==> src/rtl/ysyx_220053_ifu.sv <==
// Instruction fetch unit: one outstanding imem fetch, buffered word offered to decode over valid/ready.
// Latency >= 3 cycles per instruction (REQ, WAIT, HOLD); id_ready low holds the word and stalls fetch.
module ysyx_220053_ifu #(
  parameter int unsigned       ADDR_W   = 64,
  parameter logic [ADDR_W-1:0] RESET_PC = 64'h0000_0000_8000_0000
) (
  input  logic              clk,
  input  logic              rst,
  output logic              imem_req_valid,
  input  logic              imem_req_ready,
  output logic [ADDR_W-1:0] imem_req_addr,
  input  logic              imem_resp_valid,
  input  logic [31:0]       imem_resp_data,
  output logic              id_valid,
  input  logic              id_ready,
  output logic [31:0]       id_instr,
  output logic [ADDR_W-1:0] id_pc,
  input  logic              redirect_valid,
  input  logic [ADDR_W-1:0] redirect_pc,
  input  logic              halt,
  output logic              halted,
  output logic [31:0]       fetch_cnt
);

  typedef enum logic [1:0] {REQ, WAIT, HOLD, HALTED} state_t;

  state_t            state_q, state_d;
  logic [ADDR_W-1:0] pc_q, pc_d;
  logic [ADDR_W-1:0] id_pc_q, id_pc_d;
  logic [31:0]       instr_q, instr_d;
  logic [31:0]       cnt_q, cnt_d;
  logic              drop_q, drop_d;
  logic              hpend_q, hpend_d;
  logic [ADDR_W-1:0] target;
  logic              req_fire;
  logic              unused_redirect_lsb;

  // Targets are word aligned; the low bits are ignored.
  assign target              = {redirect_pc[ADDR_W-1:2], 2'b00};
  assign unused_redirect_lsb = ^redirect_pc[1:0];
  assign req_fire            = (state_q == REQ) && imem_req_ready;

  always_ff @(posedge clk or posedge rst) begin
    if (rst) begin
      state_q <= REQ;
      pc_q    <= RESET_PC;
      id_pc_q <= '0;
      instr_q <= '0;
      cnt_q   <= '0;
      drop_q  <= 1'b0;
      hpend_q <= 1'b0;
    end else begin
      state_q <= state_d;
      pc_q    <= pc_d;
      id_pc_q <= id_pc_d;
      instr_q <= instr_d;
      cnt_q   <= cnt_d;
      drop_q  <= drop_d;
      hpend_q <= hpend_d;
    end
  end

  always_comb begin
    state_d = state_q;
    pc_d    = pc_q;
    id_pc_d = id_pc_q;
    instr_d = instr_q;
    cnt_d   = cnt_q;
    drop_d  = drop_q;
    hpend_d = hpend_q;
    unique case (state_q)
      REQ: begin
        if (req_fire) begin
          state_d = WAIT;
          // An accepted request must still complete; mark its response for discard.
          if (halt) begin
            drop_d  = 1'b1;
            hpend_d = 1'b1;
          end else if (redirect_valid) begin
            pc_d   = target;
            drop_d = 1'b1;
          end
        end else if (halt) begin
          state_d = HALTED;
        end else if (redirect_valid) begin
          pc_d = target;
        end
      end
      WAIT: begin
        if (imem_resp_valid) begin
          drop_d = 1'b0;
          if (halt || hpend_q) begin
            state_d = HALTED;
          end else if (redirect_valid || drop_q) begin
            state_d = REQ;
            if (redirect_valid) pc_d = target;
          end else begin
            state_d = HOLD;
            instr_d = imem_resp_data;
            id_pc_d = pc_q;
          end
        end else if (halt) begin
          drop_d  = 1'b1;
          hpend_d = 1'b1;
        end else if (redirect_valid) begin
          pc_d   = target;
          drop_d = 1'b1;
        end
      end
      HOLD: begin
        // Halt beats redirect, and redirect beats a same-cycle handoff.
        if (halt) begin
          state_d = HALTED;
        end else if (redirect_valid) begin
          state_d = REQ;
          pc_d    = target;
        end else if (id_ready) begin
          state_d = REQ;
          pc_d    = pc_q + ADDR_W'(4);
          cnt_d   = cnt_q + 32'd1;
        end
      end
      HALTED: begin
        state_d = HALTED;
      end
    endcase
  end

  assign imem_req_valid = (state_q == REQ) && !rst;
  assign imem_req_addr  = pc_q;
  assign id_valid       = (state_q == HOLD);
  assign id_instr       = instr_q;
  assign id_pc          = id_pc_q;
  assign halted         = (state_q == HALTED);
  assign fetch_cnt      = cnt_q;

endmodule

==> config.mk <==
export PLATFORM = sky130hd
export DESIGN_NAME = ysyx_220053_ifu
export DESIGN_NICKNAME = d
export VERILOG_FILES = /design/src/rtl/ysyx_220053_ifu.sv
export SDC_FILE = /design/constraint.sdc
export NUM_CORES = 1
export LEC_CHECK = 0
export CAP_MARGIN = 20
export CORE_MARGIN = 8
export CORE_UTILIZATION = 49
export DETAILED_ROUTE_END_ITERATION = 10
export GPL_ROUTABILITY_DRIVEN = 1
export GPL_TIMING_DRIVEN = 0
export PLACE_DENSITY = 0.86
export SLEW_MARGIN = 10
export SYNTH_ARGS = -nofsm -noshare
export SYNTH_HDL_FRONTEND = slang
export SYNTH_SLANG_ARGS = --single-unit
==> constraint.sdc <==
create_clock -name clk -period 10.95 [get_ports clk]
set_input_delay 3.285 -clock clk [delete_from_list [all_inputs] [get_ports clk]]
set_output_delay 3.285 -clock clk [all_outputs]
set_load 0.01 [all_outputs]
# Word-level counts from Yosys, hierarchy flattened

Index checks and enable logic that the tools add are counted.

Flip-flop bits (word level): 196
Input port bits: 103
Output and inout port bits: 195
Logic and storage cells: 66

$add $sub $neg: 2
Equal/unequal tests: 12
Multiplexer cells: 27
Bitwise gates (word level): 4
Reductions and logical operators: 14

Operator list:

| cell                                                 | number |
|---|---|
| two-way mux 64 bit                                   | 8 |
| case mux 64 bit (3 select lines)                     | 1 |
| adder 64 x 3 -> 64 bit (second input constant)       | 1 |
| adder 32 x 1 -> 32 bit (second input constant)       | 1 |
| two-way mux 2 bit                                    | 8 |
| != test 3 bit (second input constant)                | 3 |
| != test 2 bit (second input constant)                | 4 |
| case mux 2 bit (4 select lines)                      | 1 |
| AND reduction 4 bit                                  | 2 |
| two-way mux 1 bit                                    | 7 |
| AND reduction 3 bit                                  | 2 |
| AND reduction 5 bit                                  | 1 |
| equality test 2 bit (second input constant)          | 2 |
| != test 4 x 1 -> 1 bit (second input constant)       | 1 |
| inverter 1 bit                                       | 4 |
| case mux 1 bit (2 select lines)                      | 2 |
| != test 3 x 1 -> 1 bit (second input constant)       | 1 |
| nonzero test 3 bit                                   | 1 |
| equality test 2 x 1 -> 1 bit (second input constant) | 1 |
| logical AND 1 bit                                    | 2 |
| zero test 2 bit                                      | 1 |
| logical OR 1 bit                                     | 2 |
| AND reduction 2 bit                                  | 1 |
| nonzero test 2 bit                                   | 1 |
| zero test 1 bit                                      | 1 |

# Depth between registers and ports, before layout

Gate-level depths: netlist of run 1.

Depth in word-level cells: 5
Mapped depth: 12
Gate-level depth less buffers: 8

# Least setup slack after synthesis of run 1

Ideal clock, no wire load.

Kind: input to output
Start: in rst
End: out imem_req_valid
Data arrival time: 3.463 ns
Required time: 7.665 ns
Slack: 4.202 ns
Stages on the path: 1
Path buffers: 0
Cell sequence: nor2b_1

Cells in the longest elaborated chain, start to end: 2

Ends and longest elaborated chain:

| item              | line | RTL |
|---|---|---|
| from (decl)       | 8    | `input logic rst,` |
| zero test 1 bit   | 129  | `assign imem_req_valid = (state_q == REQ) && !rst;` |
| logical AND 1 bit | 129  |  |
| to (decl)         | 9    | `output logic imem_req_valid,` |

Every way passes these cells.

# Worst setup path after layout of run 1

Same ends and word-level chain as after synthesis.

==> results.txt, run 1 <==
Status -> completed
Slowest-stage cell, CP -> clkdlybuf4s50_1
Part of the Yosys area used for sequential elements -> 0.470
Top cells by area, synth -> dfrtp_1, mux2_2, nand2_1, o21ai_0, nor2_1
CTS root buffer -> clkbuf_16
H-Tree Depth -> 4
Clock transition at path regs -> 0.08 ns
Clk_lat worst skew -> 0.44 ns
Wire length per cell -> 23.4 um
Core ar. -> 21000 um2
Vias in the first global route -> 10500
WHS -> 0.480 ns
Number of cells produced by synthesis -> 1063
Crit-path max FO -> 2
Worst reg-to-reg setup slack -> 7.02 ns
Crit path cell chain -> clkdlybuf4s50_1 -> nor2b_1 -> clkdlybuf4s50_1
Reg2Reg Capture Point -> imem_req_addr[37]
Die area -> 26300 um2
WP depth -> 3
FILL cells -> 1702
Max Clock Freq -> 128 MHz
WP data required -> 7.67 ns
First-pass GRT wire length -> 60100 um
Die Ht -> 162 um
# setup viols final -> 0
Max-cap viol count -> 0
RSZ-0062 raised after global routing -> false
Worst hold start -> fetch_cnt[31]
TritonCTS buffer count -> 17
Clock Tree Buf Depth -> 2
Max incr delay on CP -> 0.55 ns
Critical Path End Type -> output pin
Routed Antenna Nets -> 0
Final Power -> 0.00298 W
First-pass iteration count of the detailed router -> 7
Synth area leader -> dfrtp_1
Ys async rst share -> 1.00
Synth top area share -> 0.467
Netlist Area Pre-Place -> 10400 um2
DR DRC count -> 0
Routability cong. -> 1.01
Commonest non-fill, non-tap cells in the layout -> clkdlybuf4s50_1, dfrtp_1, mux2_2
Post-CTS Resized -> 0
Number of DRC markers in iteration 0 -> 1153
Endpoints failing hold -> 0
Placed insts -> 1634
TritonCTS Sinks -> 196
Critical Setup Path Class -> input port to output pin
CTS tree -> built
Post-Synthesis Mean Instance Area -> 9.83 um2
Critical Path Most Common Cell -> clkdlybuf4s50_1
Largest net degree at the start of global routing -> 102
Fin Setup TNS -> 0 ns
Placed instance area -> 13800 um2
Reg2reg path depth -> 10
Capture point of the critical path -> imem_req_valid
Predominant post-synthesis flop cell -> dfrtp_1
Area grow syn2layout -> 37.8%
Setup repair bufs after CTS -> 0
Starting Density -> 0.499
Maximum VDD drop -> 0.148 mV
Share of layout cells above drive strength 1 -> 0.106
Power per cell area -> 207 nW/um2
Final wirelength -> 39000 um
Worst slew margin -> 0.264
Vias per inst -> 6.28
DP Wirelength -> 29500 um
Final period util -> 0.713
Critical path's top delay family -> buffers and inverters
Synth warn -> 0
FF+latch count, synth -> 196
Pins over their slew limit -> 0
Initial antenna violation count -> 0
Yosys cell types -> 73
Lkg Pwr -> 6.03 nW
CP startpoint -> rst
Num rows -> 53
IO buf count -> 294
Diode count -> 0
Mapped Nets -> 1172
HP Class -> flip-flop to flip-flop
Crit start category -> input port
Vias -> 10500
Die width -> 162 um
Tot GR Track Use -> 0.292
Post-synth EDFFs -> 0
Post-route clock skew -> 0.0180 ns
CP Buf/Inv Count -> 2
Worst r2r src -> state_q[0]
Layout Nets -> 1487
CTS Hold Buffers Added -> 0
IO Pins -> 298
Commonest non-fill, non-tap cell in the layout -> clkdlybuf4s50_1
Design area -> 14400 um2
Gr ovfl total -> 0
Finished Layout Cells -> 1666
Worst-Margin Slew -> 1.10 ns
Fin crit period -> 7.81 ns
Crit path DAT -> 4.53 ns
-- logic make-up after synthesis --
kind of cell / Yosys count / synth area share
buffers and inverters: 91 / 0.0332
DFF: 196 / 0.470
AOI/OAI and AO/OA: 252 / 0.160
xor gates and xnor gates: 36 / 0.0302
muxes: 102 / 0.109
and+or+nand+nor: 380 / 0.192
adders and majority gates: 6 / 0.00719
-- metal layers --
layer,share of wire,GRT usage
met2,0.47,0.469
met5,0,0
met3,0.12,0.0759
met4,0.033,0.123
met1,0.38,0.367
-- where the power goes --
group / leakage, nW / total [W] / switching [W] / internal (W)
clock network: 0.298 / 0.000656 / 0.000316 / 0.000340
logic: 3.10 / 0.00128 / 0.000758 / 0.000521
registers: 2.63 / 0.00104 / 0.000195 / 0.000846
-- metrics by stage --
| step | setup WS [ns] | utilization |
|---|---|---|
| floorplan | 2.33 | - |
| global placement | -0.411 | 0.655 |
| detailed placement | 3.14 | 0.658 |
| CTS | 3.12 | 0.687 |
| global route | 3.08 | 0.687 |
| finish | 3.14 | 0.687 |
-- synthesized netlist by cell type (12+ instances only) --
master and count:
o21ai_0 64, xnor2_1 22, nand4_1 38, nor4_1 15
and3_1 26, a21oi_1 52, mux2_2 91, clkbuf_1 53
nand2_1 87, nor2_1 78, dfrtp_1 195, nand3_1 49
o211ai_1 13, nor3_1 20, a22oi_1 12, inv_1 23
a31oi_1 12, xor2_1 14
-- worst min path at each step --
| stage | to | slack, ns | depth (start not counted) |
|---|---|---|---|
| after detailed placement | fetch_cnt[31] | 0.46 | 1 |
| after CTS | fetch_cnt[31] | 0.48 | 1 |
| after global routing | fetch_cnt[31] | 0.49 | 1 |
| final | fetch_cnt[31] | 0.48 | 1 |
| after global placement | fetch_cnt[31] | 0.46 | 1 |
| after floorplan | drop_q | 0.46 | 1 |
-- layout make-up --
class                      instances  area [um2]  area share
buffer                            68         260      0.0181
clock buffer                      19         453      0.0315
clock inverter                    13         161      0.0112
inverter                          23        93.8     0.00652
multi-input combinational        776        5200       0.361
sequential                       196        4910       0.341
tap                              275         344      0.0239
timing repair buffer             296        2980       0.207
-- sequential cells by signal, summed over array words and instances (netlist names) --
register,cells
imem_req_addr,64
state_q,2
id_instr,32
id_pc,64
hpend_q,1
fetch_cnt,32
drop_q,1
Note: power is estimated with default switching activity, not from simulation.
==> inputs of run 2 (changes only) <==
==> constraint.sdc (replaced) <==
create_clock -name clk -period 7.5 [get_ports clk]
set_input_delay 2.25 -clock clk [delete_from_list [all_inputs] [get_ports clk]]
set_output_delay 2.25 -clock clk [all_outputs]
set_load 0.01 [all_outputs]
==> run 2 against run 1 <==
Against the previous run: die area did not move; first-iteration DRC count rose by 2.4%; sequential cell count did not move; clock skew fell by 0.0035 ns; global-route usage rose by 0.55 points; critical endpoint unchanged; largest cell class unchanged.
==> results.txt, run 2 (synthesized netlist as in run 1, its figures left out) <==
Area grow syn2layout -> 38.6%
Commonest non-fill, non-tap cells in the layout -> clkdlybuf4s50_1, dfrtp_1, mux2_2
WP data required -> 5.25 ns (-2.42 ns)
Tot GR Track Use -> 0.297 (+0.00550)
DR DRC count -> 0 (unchanged)
Crit path DAT -> 3.38 ns (-1.15 ns)
Gr ovfl total -> 0 (unchanged)
CTS root buffer -> clkbuf_16
First-pass GRT wire length -> 61300 um (+1.9%)
Critical Path End Type -> output pin
CP startpoint -> rst
Status -> completed
Fin Setup TNS -> 0 ns (unchanged)
CTS tree -> built
PnR worst setup slack -> 1.87 ns (-1.27 ns)
Final wirelength -> 39600 um (+1.5%)
Routability cong. -> 0.978 (-3.6%)
Starting Density -> 0.499 (unchanged)
Vias -> 10500 (+0.086%)
Num rows -> 53 (unchanged)
Crit start category -> input port
Max-cap viol count -> 0 (unchanged)
Vias per inst -> 6.27 (-0.27%)
Die Ht -> 162 um (unchanged)
Routed Antenna Nets -> 0 (unchanged)
Worst hold start -> fetch_cnt[27]
Largest net degree at the start of global routing -> 33 (-68%)
Dpl ws -> 1.86 ns (-1.27 ns)
TritonCTS buffer count -> 17 (unchanged)
Power per cell area -> 298 nW/um2 (+44%)
Endpoints failing hold -> 0 (unchanged)
Post-route clock skew -> 0.0145 ns (-0.00350 ns)
Die width -> 162 um (unchanged)
IO Pins -> 298 (unchanged)
Commonest non-fill, non-tap cell in the layout -> clkdlybuf4s50_1
Number of DRC markers in iteration 0 -> 1181 (+2.4%)
Critical Setup Path Class -> input port to output pin
CTS Hold Buffers Added -> 0 (unchanged)
IO buf count -> 294 (unchanged)
First-pass iteration count of the detailed router -> 6 (-1)
Core ar. -> 21000 um2 (unchanged)
RSZ-0062 raised after global routing -> false
Post-CTS Resized -> 0 (unchanged)
Crit-path max FO -> 2 (unchanged)
Initial antenna violation count -> 0 (unchanged)
Setup repair bufs after CTS -> 0 (unchanged)
Worst slew margin -> 0.263 (-0.000819)
H-Tree Depth -> 4 (unchanged)
Fin crit period -> 5.63 ns
Clock transition at path regs -> 0.08 ns (about the same)
HP Class -> flip-flop to flip-flop
TritonCTS Sinks -> 196 (unchanged)
Maximum VDD drop -> 0.206 mV (+40%)
Worst-Margin Slew -> 1.10 ns (+0.00122 ns)
Die area -> 26300 um2 (unchanged)
Worst r2r src -> state_q[0]
Pins over their slew limit -> 0 (unchanged)
Worst hold path cell count -> 1 (unchanged)
Lkg Pwr -> 6.05 nW (+0.38%)
Finished Core Util -> 0.691 (+0.00394)
Wire length per cell -> 23.7 um (+1.2%)
DP Wirelength -> 30300 um (+2.6%)
Clk_lat worst skew -> 0.44 ns (about the same)
# setup viols final -> 0 (unchanged)
Share of layout cells above drive strength 1 -> 0.110 (+0.00320)
Final period util -> 0.750
Reg2reg path depth -> 10 (unchanged)
Clock Tree Buf Depth -> 2 (unchanged)
Layout Nets -> 1492 (+0.34%)
Vias in the first global route -> 10600 (+1.4%)
Max Clock Freq -> 178 MHz
==> run 2: routing by layer <==
metal	up-vias	global-route usage	routed length [um]
li1	4591	-	-
met1	5053	0.379	15400
met2	711	0.476	18300
met3	122	0.0754	4430
met4	0	0.119	1550
met5	-	0	0
==> run 2: layout make-up <==
type,count,area (um2)
well taps,275,344
plain buffers,68,260
clock inverters,15,180
diodes,1,2.50
multi-input cells,776,5200
fillers,1615,6470
inverters,23,90.1
clock buffers,17,425
flip-flops and latches,196,4910
repair buffers,301,3070
==> run 2: where the power goes <==
group	internal (W)	leakage [nW]	switching, W
clock	0.000453	0.283	0.000477
combinational	0.000765	3.14	0.00111
sequential	0.00123	2.63	0.000279
total	0.00245	6.05	0.00187
==> run 2: path summary, 6_finish.rpt <==
kind,to,slack [ns]
hold / removal,fetch_cnt[27],0.49
min in group asynchronous,id_instr[18],2.27
setup / recovery,imem_req_valid,1.87
max in group asynchronous,imem_req_addr[31],4.09
setup reg to reg,imem_req_addr[61],3.65
hold reg to reg,fetch_cnt[27],0.49
==> run 2: per-stage QoR <==
step	total power (W)	hold WS, ns	instance area, um2	instances
2_1_floorplan	0.00244	0.461	10500	1063
3_3_place_gp	0.00328	0.457	13700	1632
3_5_place_dp	0.00334	0.476	13900	1639
4_1_cts	0.00427	0.492	14500	1671
5_1_grt	0.00453	0.507	14500	1671
6_report	0.00432	0.489	14500	1672
==> run 2: worst max-delay path, cell delays in order <==
cell and delay (ns):
clkdlybuf4s50_1 0.46, nor2b_1 0.13, clkdlybuf4s50_1 0.55
